### config.mk
export PLATFORM = sky130hd
export DESIGN_NAME = rx_frame_decoder
export DESIGN_NICKNAME = d
export VERILOG_FILES = /design/src/rtl/rx_frame_decoder.sv
export SDC_FILE = /design/constraint.sdc
export NUM_CORES = 1
export LEC_CHECK = 0
export ABC_CLOCK_PERIOD_IN_PS = 4700
export CAP_MARGIN = 30
export CORE_MARGIN = 2
export CORE_UTILIZATION = 53
export DETAILED_ROUTE_END_ITERATION = 6
export PLACE_DENSITY_LB_ADDON = 0.05
export SYNTH_ARGS = -nofsm -noshare
export SYNTH_HDL_FRONTEND = slang
export SYNTH_SLANG_ARGS = --single-unit
### constraint.sdc
create_clock -name clk -period 4.7 [get_ports clk]
set_input_delay 0.705 -clock clk [delete_from_list [all_inputs] [get_ports clk]]
set_output_delay 0.705 -clock clk [all_outputs]
set_load 0.02 [all_outputs]
### src/rtl/rx_frame_decoder.sv
// Receive frame decoder: Modified-Miller bit stream -> bytes (LSb first), odd parity strip, partial last byte.
// Optional CRC_A residue check is built only when the RX_CRC_CHECK_EN macro is defined.
module rx_frame_decoder (
  input  logic       clk,
  input  logic       rst_n,
  input  logic       in_soc,
  input  logic       in_eoc,
  input  logic       in_data,
  input  logic       in_data_valid,
  input  logic       in_error,
  output logic       out_soc,
  output logic       out_eoc,
  output logic [7:0] out_data,
  output logic [2:0] out_data_bits,
  output logic       out_data_valid,
  output logic       out_error,
  output logic       out_crc_ok
);

  typedef enum logic [1:0] {
    ST_IDLE   = 2'd0,
    ST_DATA   = 2'd1,
    ST_PARITY = 2'd2,
    ST_ERROR  = 2'd3
  } state_t;

  state_t     r_state, w_state_nxt;
  logic [2:0] r_bit_cnt, w_bit_cnt_nxt;
  logic [7:0] r_shift, w_shift_nxt;
  logic       r_eoc_pend, w_eoc_pend_nxt;
  logic       w_soc_nxt, w_eoc_nxt, w_dv_nxt, w_err_nxt, w_crc_ok_nxt;
  logic [7:0] w_data_nxt;
  logic [2:0] w_bits_nxt;

  function automatic logic odd_parity(input logic [7:0] d);
    return ~(^d);
  endfunction

`ifdef RX_CRC_CHECK_EN
  logic [15:0] r_crc, w_crc_nxt;
  logic [1:0]  r_byte_cnt, w_byte_cnt_nxt;  // saturates at 3: only ">= 3 bytes" matters

  // CRC_A (x^16+x^12+x^5+1, reflected) byte update as in ISO/IEC 14443-3 Annex B
  function automatic logic [15:0] crc_a_fold(input logic [15:0] crc, input logic [7:0] byte_in);
    logic [7:0] ch;
    ch = byte_in ^ crc[7:0];
    ch = ch ^ {ch[3:0], 4'h0};
    return {8'h00, crc[15:8]} ^ {ch, 8'h00} ^ {5'b00000, ch, 3'b000} ^ {12'h000, ch[7:4]};
  endfunction
`endif

  // Next-state and next-output decode; in_soc restarts from any state
  always_comb begin
    w_state_nxt    = r_state;
    w_bit_cnt_nxt  = r_bit_cnt;
    w_shift_nxt    = r_shift;
    w_eoc_pend_nxt = 1'b0;
    w_soc_nxt      = 1'b0;
    w_eoc_nxt      = r_eoc_pend;
    w_dv_nxt       = 1'b0;
    w_err_nxt      = 1'b0;
    w_crc_ok_nxt   = 1'b0;
    w_data_nxt     = out_data;
    w_bits_nxt     = out_data_bits;
`ifdef RX_CRC_CHECK_EN
    w_crc_nxt      = r_crc;
    w_byte_cnt_nxt = r_byte_cnt;
`endif
    if (in_soc) begin
      w_soc_nxt     = 1'b1;
      w_state_nxt   = ST_DATA;
      w_bit_cnt_nxt = 3'd0;
      w_shift_nxt   = 8'h00;
`ifdef RX_CRC_CHECK_EN
      w_crc_nxt      = 16'h6363;
      w_byte_cnt_nxt = 2'd0;
`endif
    end else begin
      case (r_state)
        ST_IDLE: begin
          w_state_nxt = ST_IDLE;
        end
        ST_DATA: begin
          if (in_eoc) begin
            w_state_nxt = ST_IDLE;
            w_err_nxt   = in_data_valid | in_error;
            if (r_bit_cnt == 3'd0) begin
              w_eoc_nxt = 1'b1;
`ifdef RX_CRC_CHECK_EN
              w_crc_ok_nxt = ~(in_data_valid | in_error) & (r_crc == 16'h0000) & (r_byte_cnt == 2'd3);
`endif
            end else begin
              // partial byte goes out now, its out_eoc one cycle later
              w_dv_nxt       = 1'b1;
              w_data_nxt     = r_shift;
              w_bits_nxt     = r_bit_cnt;
              w_eoc_pend_nxt = 1'b1;
            end
          end else if (in_error) begin
            w_err_nxt   = 1'b1;
            w_state_nxt = ST_ERROR;
          end else if (in_data_valid) begin
            w_shift_nxt[r_bit_cnt] = in_data;
            w_bit_cnt_nxt          = r_bit_cnt + 3'd1;
            if (r_bit_cnt == 3'd7) begin
              w_state_nxt = ST_PARITY;
            end else begin
              w_state_nxt = ST_DATA;
            end
          end else begin
            w_state_nxt = ST_DATA;
          end
        end
        ST_PARITY: begin
          if (in_eoc) begin
            w_err_nxt   = 1'b1;
            w_eoc_nxt   = 1'b1;
            w_state_nxt = ST_IDLE;
          end else if (in_error) begin
            w_err_nxt   = 1'b1;
            w_state_nxt = ST_ERROR;
          end else if (in_data_valid) begin
            w_dv_nxt   = 1'b1;
            w_data_nxt = r_shift;
            w_bits_nxt = 3'd0;
            if (in_data != odd_parity(r_shift)) begin
              w_err_nxt   = 1'b1;
              w_state_nxt = ST_ERROR;
            end else begin
              w_shift_nxt = 8'h00;
              w_state_nxt = ST_DATA;
`ifdef RX_CRC_CHECK_EN
              w_crc_nxt = crc_a_fold(r_crc, r_shift);
              if (r_byte_cnt != 2'd3) begin
                w_byte_cnt_nxt = r_byte_cnt + 2'd1;
              end else begin
                w_byte_cnt_nxt = r_byte_cnt;
              end
`endif
            end
          end else begin
            w_state_nxt = ST_PARITY;
          end
        end
        ST_ERROR: begin
          w_err_nxt = in_error;
          if (in_eoc) begin
            w_eoc_nxt   = 1'b1;
            w_state_nxt = ST_IDLE;
          end else begin
            w_state_nxt = ST_ERROR;
          end
        end
        default: begin
          w_state_nxt = ST_IDLE;
        end
      endcase
    end
  end

  // State register
  always_ff @(posedge clk or negedge rst_n) begin
    if (!rst_n) begin
      r_state <= ST_IDLE;
    end else begin
      r_state <= w_state_nxt;
    end
  end

  // Datapath and registered outputs
  always_ff @(posedge clk or negedge rst_n) begin
    if (!rst_n) begin
      r_bit_cnt      <= 3'd0;
      r_shift        <= 8'h00;
      r_eoc_pend     <= 1'b0;
      out_soc        <= 1'b0;
      out_eoc        <= 1'b0;
      out_data       <= 8'h00;
      out_data_bits  <= 3'd0;
      out_data_valid <= 1'b0;
      out_error      <= 1'b0;
      out_crc_ok     <= 1'b0;
`ifdef RX_CRC_CHECK_EN
      r_crc          <= 16'h6363;
      r_byte_cnt     <= 2'd0;
`endif
    end else begin
      r_bit_cnt      <= w_bit_cnt_nxt;
      r_shift        <= w_shift_nxt;
      r_eoc_pend     <= w_eoc_pend_nxt;
      out_soc        <= w_soc_nxt;
      out_eoc        <= w_eoc_nxt;
      out_data       <= w_data_nxt;
      out_data_bits  <= w_bits_nxt;
      out_data_valid <= w_dv_nxt;
      out_error      <= w_err_nxt;
      out_crc_ok     <= w_crc_ok_nxt;
`ifdef RX_CRC_CHECK_EN
      r_crc          <= w_crc_nxt;
      r_byte_cnt     <= w_byte_cnt_nxt;
`endif
    end
  end

endmodule

==> results by group <==
GRT
  – GR Layer Usage met1: 26.3%
  – Vias in the first global route: 1,261
  – GR peak layer: met2
  – Met2 Use GR: 35.7%
  – GRT Total Usage: 21.4%
  – Met3 usage: 6.49%
  – Grt ovf: 0
  – Largest net degree at the start of global routing: 30
  – First-pass GRT wire length: 5.68 mm
  – Initial antenna violation count: 0

Hold path
  – Hold Crit Depth: 1
  – Min-Delay Startpoint: out_data[0]$_DFFE_PN0P_
  – Worst hold path class: flip-flop to flip-flop
  – Hold endpoint: out_data[0]$_DFFE_PN0P_

Cells and area
  – Area delta synth->final: 15.6%
  – Diodes inserted: 0
  – Ratio of cells with drive above 1 in the final layout: 10.3%
  – Nets: 189

Worst setup path
  – Slowest stage cell, crit path: clkdlybuf4s50_1
  – Critical path's top delay family: buffers and inverters
  – Reg2reg end: out_data[5]$_DFFE_PN0P_
  – Reg2reg setup slack: 2.54 ns
  – Max incr delay on CP: 0.84 ns
  – Worst EP required: 4.91 ns
  – Crit-path cells: clkdlybuf4s50_1, nand2b_1, a221o_1, mux2_2
  – Worst Path Arrival: 2.69 ns
  – Reg2Reg Depth: 6
  – Maximum fanout along the worst path: 19
  – Reg2Reg Launch Point: r_bit_cnt[0]$_DFFE_PN0P_
  – Critical Path Start Type: primary input
  – CP Capture Type: flip-flop
  – CP Class: primary input to flip-flop
  – WP buf/inv: 1

Clocking
  – Clk slew on worst S/H paths: 0.08 ns
  – Clock sink count: 29
  – Post-CTS Hold Buffers: 0
  – CTS tree: yes
  – CTS H-Tree Depth: 2
  – Clk_lat worst skew: 0.32 ns
  – CTS resizes: 0
  – Post-CTS Setup Inserts: 0
  – Longest Clk Path Bufs: 2
  – Root buffer cell: clkbuf_4
  – Clock buffer count from CTS: 5

Floorplanning
  – DIE HEIGHT: 60.2 um
  – Row count: 20
  – Die area: 0.00362 mm^2
  – Initial Util: 55.2%
  – Die width: 60.2 um
  – Core outline area: 0.00303 mm^2
  – IO Pins: 23

Synthesis
  – Seq/Total Area, Yosys: 43.4%
  – Top-count cell post-synth: dfrtp_1
  – Top cells by area, synth: dfrtp_1 43%, mux2_4 6.3%, ha_1 5.2%
  – Post-synth top area cell: dfrtp_1
  – Avg Cell Area, Syn: 10.6 um^2
  – FF+latch count, synth: 29
  – Distinct cells, synth: 41
  – Post-synth ARST share: 100%
  – Post-synth top cells: 29 x dfrtp_1, 12 x nor2_1, 9 x o21ai_1, 8 x nand2_1, 8 x nand3b_1
  – Cells after Synth: 157
  – Post-synth EDFFs: 0
  – Synth Warn #: 0
  – Mapped cell area: 0.00167 mm^2
  – Top_reg_cell synth: dfrtp_1
  – Post-Syn Nets: 171
  – Area share of the largest cell type after synthesis: 43.4%

Timing
  – Skew final: 0.00220 ns
  – Hold Violations, Final: 0
  – Setup-failing EPs final: 0
  – Fmax: 402 MHz
  – WHS: 0.511 ns
  – Post-route minimum period: 2.49 ns
  – RSZ-0062 raised after global routing: false
  – Sum Neg Setup Slack: 0 ns
  – Period Utilization, post-route: 52.9%
  – Worst-Margin Slew: 0.622 ns
  – Max_slew headroom: 58.5%
  – Final slew viol count: 0

Power and ir drop
  – Leakage: 0.000874 uW
  – Worst ir drop on vdd: 0.148 mV
  – Pwr Density: 250 mW/mm^2
  – Total power draw: 482 uW

Route
  – Routed WL: 3.32 mm
  – Vias per std cell: 5.66
  – First DRT Iteration DRCs: 37
  – Wirelength per Cell: 15.2 um
  – ANT nets after route: 0
  – DRC viols: 0
  – TritonRoute pass-1 iters: 4
  – Via Count: 1,239

Outcome
  – Outcome: complete, no violations

Placement
  – PortBufs: 21
  – DPL Wire Length: 2.37 mm
  – GPL Wtd Cong: 0.837

Flow run
  – Max cap viols: 0
==> cells by family (layout without fill, tap and decap cells) <==
kind of cell               after synthesis  after routing  synth area share (%)
AOI/OAI and AO/OA                       38             38                  15.3
xor gates and xnor gates                 7              7                  5.31
adders and majority gates                7              7                  5.24
buffers and inverters                   18             36                  5.61
DFF                                     29             29                  43.4
muxes                                   10             10                  8.38
other                                    1              1                 0.224
and+or+nand+nor                         47             47                  16.5
==> worst max-delay path by stage <==
stage | start | endpoint | slack (ns) | cells past startpoint
floorplan | in_error | out_data[1]$_DFFE_PN0P_ | 2.62 | 5
global placement | in_soc | out_data[0]$_DFFE_PN0P_ | 1.93 | 4
detailed placement | in_soc | out_data[0]$_DFFE_PN0P_ | 1.87 | 4
CTS | in_soc | out_data[0]$_DFFE_PN0P_ | 2.22 | 4
global route | in_soc | out_data[0]$_DFFE_PN0P_ | 2.08 | 4
finish | in_soc | out_data[0]$_DFFE_PN0P_ | 2.21 | 4
==> where the power goes <==
part | switching (uW) | internal, uW | total (uW) | leakage, uW
logic | 41.1 | 31.9 | 73.0 | 0.000445
registers | 5.14 | 256 | 261 | 0.000398
clock network | 77.9 | 70.5 | 148 | 0.0000314
==> area by class of cell <==
cell class,count,area [um^2]
inverters,7,26.3
well taps,44,55.1
clock buffers,7,55.1
repair buffers,22,218
flip-flops and latches,29,726
multi-input cells,110,852
fillers,261,1100
==> through the flow <==
| step | instance area [um^2] | cells | setup slack [ns] | utilization, % |
|---|---|---|---|---|
| after global placement | 1880 | 212 | 1.93 | 62.0 |
| after detailed placement | 1880 | 212 | 1.87 | 62.0 |
| after floorplan | 1670 | 157 | 2.62 | - |
| after CTS | 1930 | 219 | 2.22 | 63.8 |
| final | 1930 | 219 | 2.21 | 63.8 |
| after global routing | 1930 | 219 | 2.08 | 63.8 |
==> layout by cell type (no fill, tap or decap), types with 2 or more instances in the layout <==
master / instances
a211oi_1: 2
a21oi_1: 7
a22o_1: 4
a22oi_1: 6
a32oi_1: 3
and4b_1: 2
clkbuf_4: 5
clkdlybuf4s50_1: 21
dfrtp_1: 29
ha_1: 7
inv_1: 7
mux2_4: 7
nand2_1: 8
nand2b_1: 4
nand3_1: 3
nand3b_1: 8
nor2_1: 12
nor2b_1: 3
o21ai_0: 2
o21ai_1: 9
xnor2_1: 3
xnor3_1: 2
xor2_1: 2
==> sequential cells by signal, summed over array words and instances (netlist names), 2 cells and up <==
name	count
r_bit_cnt	3
r_state	2
out_data_bits	3
out_data	8
r_shift	8
==> per-layer routing <==
metal	vias to the layer above	part of all wire, %
met2	27	51
met5	-	0
met1	611	44
met4	0	1.4
met3	6	4.2
li1	595	-
No activity file was read; power rests on OpenSTA's default activity.
